$ cat src/rtl/mac_pkg.sv
// Shared definitions for the mac datapath and its sequencer: instruction
// encodings, sequencer states and the lane arithmetic helpers.
package mac_pkg;

    // mac instruction encodings; bit 2 selects dual 8x8 lanes
    localparam logic [2:0] MAC_CLR  = 3'b000;
    localparam logic [2:0] MAC_MUL  = 3'b001;
    localparam logic [2:0] MAC_ACC  = 3'b010;
    localparam logic [2:0] MAC_SAT  = 3'b011;
    localparam logic [2:0] MAC_DMUL = 3'b101;
    localparam logic [2:0] MAC_DACC = 3'b110;
    localparam logic [2:0] MAC_DSAT = 3'b111;

    typedef enum logic [2:0] {
        IDLE  = 3'd0,
        FIRST = 3'd1,
        ACCUM = 3'd2,
        SAT   = 3'd3,
        DRAIN = 3'd4
    } state_t;

    // Map a 16x16 opcode onto its dual-lane twin when dual is set.
    function automatic logic [2:0] mac_op(input logic dual, input logic [2:0] base);
        return base | {dual, 2'b00};
    endfunction

    // Clamp a 40-bit accumulator to the signed 32-bit range.
    function automatic logic [39:0] sat40(input logic [39:0] x);
        if (x[39:31] == {9{x[31]}})
            return x;
        return x[39] ? 40'hFF_8000_0000 : 40'h00_7FFF_FFFF;
    endfunction

    // Clamp a 20-bit lane accumulator to the signed 16-bit range.
    function automatic logic [19:0] sat20(input logic [19:0] x);
        if (x[19:15] == {5{x[15]}})
            return x;
        return x[19] ? 20'hF_8000 : 20'h0_7FFF;
    endfunction

    // Lane guard bits live in protect, lane values in result halves.
    function automatic logic [39:0] dual_pack(input logic [19:0] h, input logic [19:0] l);
        return {h[19:16], l[19:16], h[15:0], l[15:0]};
    endfunction

endpackage

$ cat src/rtl/mac_seq.sv
// Dot-product sequencer for one mac instance: takes a command, streams the
// operand pairs into mac, optionally saturates, then captures
// {protect,result} into a single result buffer behind a valid/ready port.
// All mac-facing outputs are registered so they hold for a whole cycle.
module mac_seq
    import mac_pkg::*;
#(
    parameter int LEN_W   = 8,
    parameter int MAC_LAT = 2
) (
    input  logic             clk,
    input  logic             reset,
    input  logic             cmd_valid,
    output logic             cmd_ready,
    input  logic [LEN_W-1:0] cmd_len,
    input  logic             cmd_dual,
    input  logic             cmd_sat,
    input  logic             op_valid,
    output logic             op_ready,
    input  logic [15:0]      op_a,
    input  logic [15:0]      op_b,
    output logic [2:0]       mac_instruction,
    output logic [15:0]      mac_multiplier,
    output logic [15:0]      mac_multiplicand,
    input  logic [31:0]      mac_result,
    input  logic [7:0]       mac_protect,
    output logic             res_valid,
    input  logic             res_ready,
    output logic [31:0]      res_data,
    output logic [7:0]       res_protect,
    output logic             busy
);

    // The last instruction is issued on the edge entering DRAIN; mac shows
    // its effect MAC_LAT edges later, so DRAIN spans MAC_LAT cycles.
    localparam int CNT_W = (MAC_LAT > 1) ? $clog2(MAC_LAT) : 1;

    state_t             r_state;
    logic [LEN_W-1:0]   r_remaining;
    logic [CNT_W-1:0]   r_drain_cnt;
    logic               r_dual, r_sat, r_zero_len;
    logic [2:0]         r_instr;
    logic [15:0]        r_mplier, r_mcand;
    logic               r_res_valid;
    logic [31:0]        r_res_data;
    logic [7:0]         r_res_protect;

    logic               w_cmd_fire, w_op_fire, w_last, w_drain_done;
    state_t             w_post;

    assign cmd_ready    = !reset && (r_state == IDLE) && !r_res_valid;
    assign op_ready     = !reset && ((r_state == FIRST) || (r_state == ACCUM));
    assign w_cmd_fire   = cmd_valid && cmd_ready;
    assign w_op_fire    = op_valid && op_ready;
    assign w_last       = (r_remaining == LEN_W'(1));
    assign w_post       = r_sat ? SAT : DRAIN;
    assign w_drain_done = (r_drain_cnt == CNT_W'(MAC_LAT - 1));

    // Command FSM, mac instruction issue and result capture
    always_ff @(posedge clk) begin
        if (reset) begin
            r_state       <= IDLE;
            r_remaining   <= '0;
            r_drain_cnt   <= '0;
            r_dual        <= 1'b0;
            r_sat         <= 1'b0;
            r_zero_len    <= 1'b0;
            r_instr       <= MAC_CLR;
            r_mplier      <= '0;
            r_mcand       <= '0;
            r_res_valid   <= 1'b0;
            r_res_data    <= '0;
            r_res_protect <= '0;
        end else begin
            if (r_res_valid && res_ready)
                r_res_valid <= 1'b0;

            case (r_state)
                IDLE: begin
                    r_instr  <= MAC_CLR;
                    r_mplier <= '0;
                    r_mcand  <= '0;
                    if (w_cmd_fire) begin
                        r_dual      <= cmd_dual;
                        r_sat       <= cmd_sat;
                        r_remaining <= cmd_len;
                        r_drain_cnt <= '0;
                        r_zero_len  <= (cmd_len == '0);
                        r_state     <= (cmd_len == '0) ? DRAIN : FIRST;
                    end
                end

                FIRST: begin
                    if (w_op_fire) begin
                        r_instr     <= mac_op(r_dual, MAC_MUL);
                        r_mplier    <= op_a;
                        r_mcand     <= op_b;
                        r_remaining <= r_remaining - LEN_W'(1);
                        r_drain_cnt <= '0;
                        r_state     <= w_last ? w_post : ACCUM;
                    end else begin
                        // keep mac cleared until the first pair shows up
                        r_instr  <= MAC_CLR;
                        r_mplier <= '0;
                        r_mcand  <= '0;
                    end
                end

                ACCUM: begin
                    // a bubble still issues ACC, but with zero operands
                    r_instr <= mac_op(r_dual, MAC_ACC);
                    if (w_op_fire) begin
                        r_mplier    <= op_a;
                        r_mcand     <= op_b;
                        r_remaining <= r_remaining - LEN_W'(1);
                        r_drain_cnt <= '0;
                        if (w_last)
                            r_state <= w_post;
                    end else begin
                        r_mplier <= '0;
                        r_mcand  <= '0;
                    end
                end

                SAT: begin
                    r_instr     <= mac_op(r_dual, MAC_SAT);
                    r_mplier    <= '0;
                    r_mcand     <= '0;
                    r_drain_cnt <= '0;
                    r_state     <= DRAIN;
                end

                DRAIN: begin
                    // hold the accumulator while the pipeline empties
                    r_instr  <= r_zero_len ? MAC_CLR : mac_op(r_dual, MAC_ACC);
                    r_mplier <= '0;
                    r_mcand  <= '0;
                    if (w_drain_done) begin
                        r_res_data    <= mac_result;
                        r_res_protect <= mac_protect;
                        r_res_valid   <= 1'b1;
                        r_state       <= IDLE;
                    end else begin
                        r_drain_cnt <= r_drain_cnt + CNT_W'(1);
                    end
                end

                default: r_state <= IDLE;
            endcase
        end
    end

    assign mac_instruction  = r_instr;
    assign mac_multiplier   = r_mplier;
    assign mac_multiplicand = r_mcand;
    assign res_valid        = r_res_valid;
    assign res_data         = r_res_data;
    assign res_protect      = r_res_protect;
    assign busy             = (r_state != IDLE);

endmodule

$ cat config.mk
export PLATFORM = sky130hd
export DESIGN_NAME = mac_seq
export DESIGN_NICKNAME = d
export VERILOG_FILES = /design/src/rtl/mac_pkg.sv /design/src/rtl/mac_seq.sv
export SDC_FILE = /design/constraint.sdc
export NUM_CORES = 1
export LEC_CHECK = 0
export CELL_PAD_IN_SITES_DETAIL_PLACEMENT = 2
export CELL_PAD_IN_SITES_GLOBAL_PLACEMENT = 2
export CORE_MARGIN = 1.5
export CORE_UTILIZATION = 34
export CTS_CLUSTER_SIZE = 10
export DETAILED_ROUTE_END_ITERATION = 12
export DONT_BUFFER_PORTS = 1
export HOLD_SLACK_MARGIN = 0.15
export MAX_ROUTING_LAYER = met4
export PLACE_DENSITY = 0.82
export SETUP_SLACK_MARGIN = 0.2
export SKIP_CTS_REPAIR_TIMING = 1
export SYNTH_ARGS = -nofsm -noshare
export SYNTH_HDL_FRONTEND = slang
export SYNTH_SLANG_ARGS = --single-unit
$ cat constraint.sdc
create_clock -name clk -period 2.19 [get_ports clk]
set_clock_uncertainty 0.05 [all_clocks]
set_input_delay 0.3285 -clock clk [delete_from_list [all_inputs] [get_ports clk]]
set_output_delay 0.3285 -clock clk [all_outputs]
set_load 0.05 [all_outputs]
# Yosys cells after proc, flatten, opt, wreduce, memory -nomap -nowiden
# Cells that the tools add are included.
[word_totals]
inputBits = 87
mem_bits_ro = 0
word_cells = 74
reg_bits = 91
output_inout_bits = 79
mem_bits_rw = 0
n_memories = 0
latch_bits = 0
[op_classes]
div = 0
bitwise_logic = 0
shifts = 0
mux = 26
n_reduce_logical = 23
add_sub_neg = 2
n_lt_le_gt_ge = 0
mul = 0
n_eq_ne = 11
[op_table]
columns = ["operator", "n"]
rows = [
  ["$pmux W16 S2", 2],
  ["$mux W16", 2],
  ["$mux W3", 10],
  ["$pmux W3 S5", 2],
  ["$mux W8", 2],
  ["$pmux W8 S2", 1],
  ["$ne A2 B2 Y1 const B", 5],
  ["$eq A8 B1 Y1 const B", 1],
  ["$logic_not A8 Y1", 1],
  ["$sub A8 B1 Y8 const B", 1],
  ["$eq A3 B2 Y1 const B", 2],
  ["$logic_and A1 B1 Y1", 6],
  ["$mux W1", 6],
  ["$reduce_and A3 Y1", 2],
  ["$reduce_and A5 Y1", 1],
  ["$reduce_bool A5 Y1", 1],
  ["$pmux W1 S4", 1],
  ["$reduce_and A2 Y1", 2],
  ["$reduce_bool A2 Y1", 2],
  ["$reduce_bool A4 Y1", 1],
  ["$eq A3 B1 Y1 const B", 1],
  ["$eq A3 B3 Y1 const B", 1],
  ["$logic_not A3 Y1", 1],
  ["$reduce_bool A3 Y1", 1],
  ["6 further kinds", 7],
]

# Logic depth before layout (Yosys ltp)
# Gate-level depths: netlist of run 1.
[depth]
ltp_word = 6
depth_mapped = 7
mapped_depth_nobuf = 6

# Worst setup path before layout of run 1
# Ideal clock, no wire load.
[synth_path]
kind = "flip-flop to output port"
startpoint = "reg r_state[1]"
endpoint = "out op_ready"
required_ns = 1.811
stages_incl_launch_ff = 6
arrival_time_ns = 1.552
slack_ns = 0.259
path_cell_list = "dfxtp_1 > buf_4 > xnor2_1 > or2_0 > clkbuf_1 > nor2_1"
[synth_via]
elab_chain_len = 3
[synth_lines]
columns = ["item", "line_no", "rtl"]
rows = [
  ["start: declaration", "mac_seq.sv:38", "state_t r_state;"],
  ["start signal: assignment", "mac_seq.sv:89", "r_state <= (cmd_len == '0) ? DRAIN : FIRST;"],
  ["start signal: assignment", "mac_seq.sv:100", "r_state <= w_last ? w_post : ACCUM;"],
  ["start signal: assignment", "mac_seq.sv:118", "r_state <= w_post;"],
  ["$eq A3 B1 Y1 or $eq A3 B2 Y1 (tied branches)", "mac_seq.sv:52", "assign op_ready = !reset && ((r_state == FIRST) || (r_state == ACCUM));"],
  ["$logic_or A1 B1 Y1 (*)", "mac_seq.sv:52", ""],
  ["$logic_and A1 B1 Y1 (*)", "mac_seq.sv:52", ""],
  ["end: declaration", "mac_seq.sv:19", "output logic op_ready,"],
]
# Every way passes the cells marked *; elsewhere a longest branch is shown, timed or not.

# Worst setup path in the final report of run 1
[layout_path]
startpoint = "reg r_state[2]"
endpoint = "out op_ready"
# Same word-level chain as after synthesis.

==> impl_metrics.toml, run 1 <==
[status]
outcome = "finished, violations left"
violations = "hold timing"

[timing]
layout_min_cycle_time_ns = 1.97
tns_ns = 0
relSlewSlack = 0.615
slew_violations = 0
fmaxAchievable_ghz = 0.508
fin_hold_ws_ns = -0.0156
fin_ws_ns = 0.223
hold_viol = 29
fin_crit_sh = 0.898
worstMarginPinSlew_ns = 0.577
finalSetupViolCount = 0
rsz0062_at_grt = "true"

[flow_run]
drv_cap = 0

[clock_network]
ctsHtreeMaxLevel = 3
root_buffer = "clkbuf_8"
cts_tree = "yes"
clock_latency_ns = 0.35
clk_pin_slew_ns = 0.11
clockBufferDepth = 2
cts_sinks = 91
numCtsBuffers = 9

[synthesis]
syn-num-nets = 531
ys_seq_elements = 91
synth_cells = 442
ys.flop_type = "dfxtp_1"
syn-cell-area_mm2 = 0.00367
synth.distinct_cells = 45
synthArstFlopShare = 0
ys_seq_area_frac = 0.496
yosys_warnings = 0
syn_avg_cell_area_um2 = 8.31
synth_edf_count = 0

[detailed_routing]
via_per_inst = 5.49
wl_per_cell_um = 19.0
drc = 0
drt_iter0_drc = 135
ant_nets = 0
via_count = 3182
detail_route.first_pass.iterations = 4
routed_wirelength_um = 11000

[grt]
grt_max_degree = 96
grt_pass1_wl_um = 17200
grt_pass1_vias = 3473
track_usage = 0.196
grt_antenna_before_repair = 0
gr-total-overflow = 0

[die]
io_pins = 166
die_w_um = 107
core_mm2 = 0.0104
die_area_mm2 = 0.0114
start_util = 0.352
die_y_um = 107
rows = 37

[setup_path]
crit_buf_inv = 2
cp-start-kind = "flip-flop"
worstPathRequired_ns = 1.81
r2r-end = "mac_instruction[1]$_SDFFE_PP0P_"
path_class = "flip-flop to primary output"
critPathMaxFanout = 17
worst_ep_arrival_time_ns = 1.59
r2r_setup_slack_ns = 0.37
crit_chain = "buf_4, or2_0, nor2_2, buf_12"
max_stage_delay_ns = 0.40
cp_slowest_cell = "dfxtp_2"
end_kind = "primary output"
r2r.worst_path.cells = 5
crit_family = "simple AND/OR/NAND/NOR gates"
r2r-start = "mac_instruction[1]$_SDFFE_PP0P_"

[placement]
routabilityCongestion = 0.846
placed_cell_area_mm2 = 0.00381
pre_cts_slack_ns = 0.360
io_buffers = 0
dp_hpwl_um = 7780

[finish]
nets = 528
n_antenna_cell = 0
finalInstanceArea_mm2 = 0.00408
drive_gt1_frac = 0.108
final_cell_mix = "88 x dfxtp_1, 87 x nand2_1, 52 x a21oi_1, 43 x nor2_1, 34 x a22oi_1"
area_delta_synth_final_pct = 11.1
final_common_cell = "dfxtp_1"
post-route-util = 0.391

[worst_hold_path]
hold_end = "res_data[22]$_SDFFE_PP0P_"
hold_path.startpoint = "reset"
hold_depth = 1
hold_path_class = "primary input to flip-flop"

[power_and_ir_drop]
total_power_mw = 4.26
powerDensity_mw_per_mm2 = 1040
power_leakage_nw = 1.37
ir_drop_uv = 389
==> how the worst max path moves through the flow <==
| stage | slack, ns | depth (start not counted) | start | to |
|---|---|---|---|---|
| floorplan | 0.26 | 5 | r_state[1]$_SDFFE_PP0P_ | op_ready |
| global placement | 0.47 | 5 | r_state[1]$_SDFFE_PP0P_ | r_remaining[0]$_SDFFE_PP0P_ |
| detailed placement | 0.36 | 5 | r_state[1]$_SDFFE_PP0P_ | r_remaining[0]$_SDFFE_PP0P_ |
| CTS | 0.04 | 4 | r_state[0]$_SDFFE_PP0P_ | op_ready |
| global route | 0.17 | 4 | r_state[2]$_SDFFE_PP0P_ | op_ready |
| finish | 0.22 | 4 | r_state[2]$_SDFFE_PP0P_ | op_ready |
==> state kept, by name, summed over array words and instances (netlist names) <==
name,count
r_zero_len,1
res_valid,1
res_data,32
r_state,3
res_protect,8
mac_multiplicand,16
r_drain_cnt,1
mac_instruction,3
mac_multiplier,16
r_dual,1
r_remaining,8
r_sat,1
==> layer usage <==
metal,GRT usage,routed length [µm],vias to the layer above
li1,-,-,1519
met2,0.342,5460,116
met5,-,0,-
met3,0.0480,723,13
met1,0.221,4680,1534
met4,0.0571,155,0
==> through the flow <==
step	hold slack [ns]	std cells
6_report	-0.0156	580
5_1_grt	-0.0450	580
4_1_cts	-0.0396	576
3_5_place_dp	0.359	560
3_3_place_gp	0.356	560
2_1_floorplan	0.400	442
==> synth_stat cells, types with 3 or more instances <==
| cell type | count | share of area |
|---|---|---|
| nor4_1 | 3 | 0.0051 |
| or3_1 | 3 | 0.0051 |
| nor2_1 | 47 | 0.048 |
| o21ai_0 | 18 | 0.025 |
| inv_1 | 7 | 0.0072 |
| buf_6 | 4 | 0.012 |
| a21oi_1 | 52 | 0.071 |
| nand2_1 | 87 | 0.089 |
| nand2b_1 | 4 | 0.0068 |
| o21a_1 | 4 | 0.0082 |
| dfxtp_1 | 91 | 0.50 |
| nor3b_1 | 3 | 0.0061 |
| nor2b_1 | 3 | 0.0051 |
| a22oi_1 | 34 | 0.070 |
| clkbuf_1 | 20 | 0.020 |
| nor3_1 | 11 | 0.015 |
| buf_2 | 10 | 0.014 |
==> worst register-to-register path, stage by stage, from the launching register on <==
cell           delay (ns)
dfxtp_1              0.70
nand2_1              0.12
o31ai_1              0.10
nand2_1              0.08
a21oi_1              0.14
dlygate4sd3_1        0.57
==> cell families after synthesis <==
logic type / count (synthesis) / share of synthesized area
fa+ha+maj: 2 / 0.00682
buf+inv: 43 / 0.0576
compound gates: 123 / 0.208
mux: 3 / 0.00852
simple gates: 179 / 0.220
xor+xnor: 1 / 0.00239
flops: 91 / 0.496
==> power breakdown <==
| part | internal, mW | switching, mW | total [mW] |
|---|---|---|---|
| clock network | 0.560 | 0.672 | 1.23 |
| registers | 1.77 | 0.310 | 2.08 |
| logic | 0.371 | 0.570 | 0.941 |
| total | 2.70 | 1.55 | 4.26 |
==> layout make-up <==
cell class | instances | area, µm²
clock buffers | 9 | 124
multi-input cells | 308 | 1650
inverters | 7 | 26.3
clock inverters | 7 | 90.1
well taps | 136 | 170
repair buffers | 22 | 188
flip-flops and latches | 91 | 1830
fillers | 1186 | 6340
Note: power is estimated with default switching activity, not from simulation.
==> run 2, diff against run 1 <==
==> constraint.sdc (replaced) <==
create_clock -name clk -period 2.19 [get_ports clk]
set_clock_uncertainty 0.05 [all_clocks]
set_input_delay 0.438 -clock clk [delete_from_list [all_inputs] [get_ports clk]]
set_output_delay 0.438 -clock clk [all_outputs]
set_load 0.05 [all_outputs]
==> run 2 against run 1 <==
  * The run now ends clean
  * Via count increased by 2.2%
  * First-iteration DRC count increased by 32%
  * Hold slack improved by 0.11 ns
  * Core utilization increased by 1.1 points
  * Wire length increased by 5.5%
  * Largest power group unchanged
  * Highest routed layer unchanged
==> impl_metrics.toml, run 2 (synthesis results as in run 1) <==
[grt]
grt_antenna_before_repair = 1
grt_pass1_vias = 3397
grt_max_degree = 96
track_usage = 0.196
gr-total-overflow = 0
grt_pass1_wl_um = 17300

[finish]
final_cell_mix = "88 x dfxtp_1, 87 x nand2_1, 52 x a21oi_1, 43 x nor2_1, 34 x a22oi_1"
final_common_cell = "dfxtp_1"
area_delta_synth_final_pct = 14.2
nets = 529
drive_gt1_frac = 0.126
post-route-util = 0.403
largest_reg_flops = 32

[die]
die_area_mm2 = 0.0114
start_util = 0.352
die_y_um = 107
rows = 37
core_mm2 = 0.0104
io_pins = 166
die_w_um = 107

[detailed_routing]
via_per_inst = 5.59
wl_per_cell_um = 20.0
routed_wirelength_um = 11600
ant_nets = 0
via_count = 3251
detail_route.first_pass.iterations = 4
drt_iter0_drc = 178
drc = 0

[placement]
pre_cts_slack_ns = -0.0609
routabilityCongestion = 0.781
dp_hpwl_um = 7680
io_buffers = 0

[setup_path]
r2r_setup_slack_ns = 0.25
r2r-start = "r_state[0]$_SDFFE_PP0P_"
cp-start-kind = "flip-flop"
crit_chain = "xnor2_4, buf_4, buf_6, or2_4, nor2_4, buf_8"
path_class = "flip-flop to primary output"
critPathMaxFanout = 5
worst_ep_arrival_time_ns = 1.68
r2r.worst_path.cells = 7
max_stage_delay_ns = 0.39
r2r-end = "r_state[0]$_SDFFE_PP0P_"
end_kind = "primary output"
worstPathRequired_ns = 1.70
cp_slowest_cell = "dfxtp_4"

[timing]
fin_crit_sh = 0.989
fmaxAchievable_ghz = 0.462
finalSetupViolCount = 0
tns_ns = 0
fin_ws_ns = 0.0242
layout_min_cycle_time_ns = 2.17
relSlewSlack = 0.247
hold_viol = 0
worstMarginPinSlew_ns = 1.12
slew_violations = 0
fin_hold_ws_ns = 0.0973
rsz0062_at_grt = "true"

[clock_network]
cts_sinks = 91
ctsHtreeMaxLevel = 3
clock_latency_ns = 0.34
clockBufferDepth = 2
cts_tree = "yes"
clk_pin_slew_ns = 0.11
numCtsBuffers = 9
root_buffer = "clkbuf_8"

[power_and_ir_drop]
total_power_mw = 4.56
power_leakage_nw = 1.40
p_int_mw = 2.99
ir_drop_uv = 467
p_sw_frac = 0.344
p_clk_frac = 0.308
powerDensity_mw_per_mm2 = 1090
switchingPower_mw = 1.57
power_frac_seq = 0.460
p_comb_frac = 0.232

[worst_hold_path]
hold_path.startpoint = "reset"
hold_path_class = "primary input to flip-flop"
hold_end = "res_protect[6]$_SDFFE_PP0P_"
hold_depth = 1

[status]
outcome = "finished clean"

[flow_run]
drv_cap = 0
==> run 2: cell count changes in the layout (fill, tap and decap cells not counted), sizes merged <==
cell | before | now
inv | 11 | 9
clkinv | 2 | 1
dlygate4sd3 | 4 | 2
buf | 18 | 20
clkbuf | 9 | 10
diode | 0 | 1
nor3b | 4 | 5
bufinv | 1 | 3
==> run 2: critical path, delay by kind of cell (launching register included) <==
| kind | cells | cell delay, ns |
|---|---|---|
| DFF | 1 | 0.39 |
| xor gates and xnor gates | 1 | 0.18 |
| and+or+nand+nor | 2 | 0.33 |
| buffers and inverters | 3 | 0.42 |
==> run 2: area by class of cell <==
cell class | count | area [µm²]
fillers | 1184 | 6220
flip-flops and latches | 91 | 1830
multi-input cells | 309 | 1720
repair buffers | 22 | 189
well taps | 136 | 170
clock buffers | 10 | 128
clock inverters | 6 | 121
inverters | 7 | 26.3
diodes | 1 | 2.50
==> run 2: metrics by stage <==
| stage | instances | area [µm²] |
|---|---|---|
| floorplan | 442 | 3670 |
| global placement | 557 | 3780 |
| detailed placement | 557 | 3780 |
| CTS | 573 | 4030 |
| global route | 582 | 4190 |
| finish | 582 | 4190 |
==> run 2: how the worst max path moves through the flow <==
| stage | endpoint | depth (start not counted) | startpoint |
|---|---|---|---|
| after global routing | op_ready | 6 | r_state[0]$_SDFFE_PP0P_ |
| after global placement | r_remaining[2]$_SDFFE_PP0P_ | 4 | r_state[1]$_SDFFE_PP0P_ |
| after floorplan | cmd_ready | 4 | r_state[2]$_SDFFE_PP0P_ |
| after CTS | op_ready | 5 | r_state[1]$_SDFFE_PP0P_ |
| after detailed placement | r_remaining[2]$_SDFFE_PP0P_ | 4 | r_state[1]$_SDFFE_PP0P_ |
| final | op_ready | 6 | r_state[0]$_SDFFE_PP0P_ |
==> run 2: layer usage <==
layer | share of wire | vias to the layer above | global-route usage
li1 | - | 1523 | -
met1 | 0.42 | 1592 | 0.230
met2 | 0.49 | 124 | 0.326
met3 | 0.073 | 12 | 0.0565
met4 | 0.015 | 0 | 0.0619
met5 | 0 | - | -
==> run 2: power groups by stage <==
stage	combinational [mW]	sequential [mW]	clock (mW)
floorplan	0.700	2.05	0
global placement	0.852	2.11	0
detailed placement	0.887	2.11	0
CTS	0.911	2.08	1.45
global route	1.16	2.11	1.52
finish	1.06	2.10	1.40
==> run 3, diff against run 2 <==
Settings changed: CORE_MARGIN 1.5 to 5.
==> run 3 against run 2 <==
  * Flip-flop and latch count did not move
  * Die area rose by 14%
  * Highest routed layer unchanged
  * Critical path depth fell by 1
  * Hold slack barely moved
  * Sequential power barely moved
  * Critical path type unchanged
  * Non-clock buffer count did not move
  * Core utilization fell by 1.4 points
  * Worst setup slack improved by 0.12 ns
  * Combinational power barely moved
  * Register-to-register slack improved by 0.13 ns
==> impl_metrics.toml, run 3 (synthesis results as in run 1) <==
[status]
outcome = "finished clean"

[setup_path]
cp-start-kind = "flip-flop"
end_kind = "primary output"
crit_chain = "xnor2_4, buf_12, or2_4, nor2_2, buf_6"
cp-startpoint = "r_state[0]$_SDFFE_PP0P_"
crit_family = "flip-flops"
worst_ep_arrival_time_ns = 1.56
r2r-start = "r_state[2]$_SDFFE_PP0P_"
max_stage_delay_ns = 0.37
critPathMaxFanout = 6
path_class = "flip-flop to primary output"
worstPathRequired_ns = 1.70
cp_slowest_cell = "dfxtp_4"
crit_buf_inv = 2

[finish]
fillerInstances = 1199
multi_input_area_mm2 = 0.00172
finalInstanceArea_mm2 = 0.00415
seqCellArea_mm2 = 0.00183
final_common_cell = "dfxtp_1"
nets = 529
area_delta_synth_final_pct = 13.1
drive_gt1_frac = 0.122
finalNonFillerCells = 585
largest_reg_flops = 32
final_cell_mix = "88 x dfxtp_1, 87 x nand2_1, 52 x a21oi_1, 43 x nor2_1, 34 x a22oi_1"

[detailed_routing]
routed_wirelength_um = 11700
via_count = 3199
via_per_inst = 5.47
detail_route.first_pass.iterations = 4
ant_nets = 0
wl_per_cell_um = 19.9
drc = 0
drt_iter0_drc = 145

[grt]
gr-total-overflow = 0
grt_pass1_vias = 3388
track_usage = 0.173
grt_pass1_wl_um = 17500
grt_max_degree = 96
grt_antenna_before_repair = 0

[placement]
routabilityCongestion = 0.833
placed_cell_area_mm2 = 0.00383
dp_hpwl_um = 8240
dp.cells = 561
io_buffers = 0

[clock_network]
clk_pin_slew_ns = 0.09
root_buffer = "clkbuf_8"
numCtsBuffers = 9
cts_sinks = 91
ctsHtreeMaxLevel = 3
cts_tree = "yes"
clock_latency_ns = 0.35
clockBufferDepth = 2

[die]
start_util = 0.343
core_mm2 = 0.0107
io_pins = 166
die_area_mm2 = 0.0130
die_w_um = 114
rows = 38
die_y_um = 114

[timing]
relSlewSlack = 0.473
fmaxAchievable_ghz = 0.488
fin_hold_ws_ns = 0.0977
slew_violations = 0
finalSetupViolCount = 0
layout_min_cycle_time_ns = 2.05
hold_viol = 0
worstMarginPinSlew_ns = 0.789
fin_crit_sh = 0.936
rsz0062_at_grt = "true"

[worst_hold_path]
hold_path.startpoint = "reset"
hold_path_class = "primary input to flip-flop"

[flow_run]
drv_cap = 0

[power_and_ir_drop]
ir_drop_uv = 355
power_leakage_nw = 1.37
powerDensity_mw_per_mm2 = 1000
run 3: cell types whose count changed in the layout (fill, tap and decap cells not counted), sizes merged:
cell | before | now
inv | 9 | 7
clkbuf | 10 | 11
bufinv | 3 | 0
clkinvlp | 0 | 3
run 3: area by class of cell:
cell class                      count  area share
Clock buffer                       11      0.0341
Clock inverter                      4     0.00663
Inverter                            7     0.00633
Antenna cell                        1    0.000603
Sequential cell                    91       0.440
Multi-Input combinational cell    309       0.413
Timing Repair Buffer               22      0.0567
Tap cell                          140      0.0422
run 3: metal layers:
| metal | part of all wire | routed length, µm | GRT usage | vias to the layer above |
|---|---|---|---|---|
| met2 | 0.49 | 5740 | 0.293 | 130 |
| li1 | - | - | - | 1523 |
| met4 | 0.0024 | 28 | 0.0261 | 0 |
| met3 | 0.10 | 1220 | 0.0716 | 7 |
| met5 | 0 | 0 | - | - |
| met1 | 0.40 | 4670 | 0.195 | 1539 |
run 3: final timing paths:
kind                                     end  slack [ns]  cells after the start
max                                 op_ready        0.14                      5
min                res_data[21]$_SDFFE_PP0P_         0.1                      1
max reg2reg  mac_instruction[1]$_SDFFE_PP0P_        0.38                      4
min reg2reg      r_remaining[1]$_SDFFE_PP0P_        0.44                      2
run 3: where the power goes:
part / switching (mW) / leakage (nW) / internal [mW] / total, mW
Clock: 0.574 / 0.0774 / 0.436 / 1.01
Combinational: 0.597 / 0.556 / 0.457 / 1.05
Sequential: 0.322 / 0.737 / 1.77 / 2.09
Total: 1.49 / 1.37 / 2.67 / 4.16
run 3: metrics by stage:
step / TNS (ns) / utilization / total power [mW] / setup WS, ns
after floorplan: 0 / - / 2.75 / 0.284
after global placement: 0 / 0.358 / 2.98 / 0.119
after detailed placement: -0.106 / 0.358 / 3.04 / -0.0363
after CTS: -0.148 / 0.374 / 4.07 / -0.148
after global routing: 0 / 0.388 / 4.39 / 0.0810
final: 0 / 0.388 / 4.16 / 0.141
run 3: worst register-to-register path: cells and delay by family, from the launching register on:
kind	cells	cell delay, ns
DFF	1	0.62
buffers and inverters	2	0.73
AOI/OAI and AO/OA	2	0.29
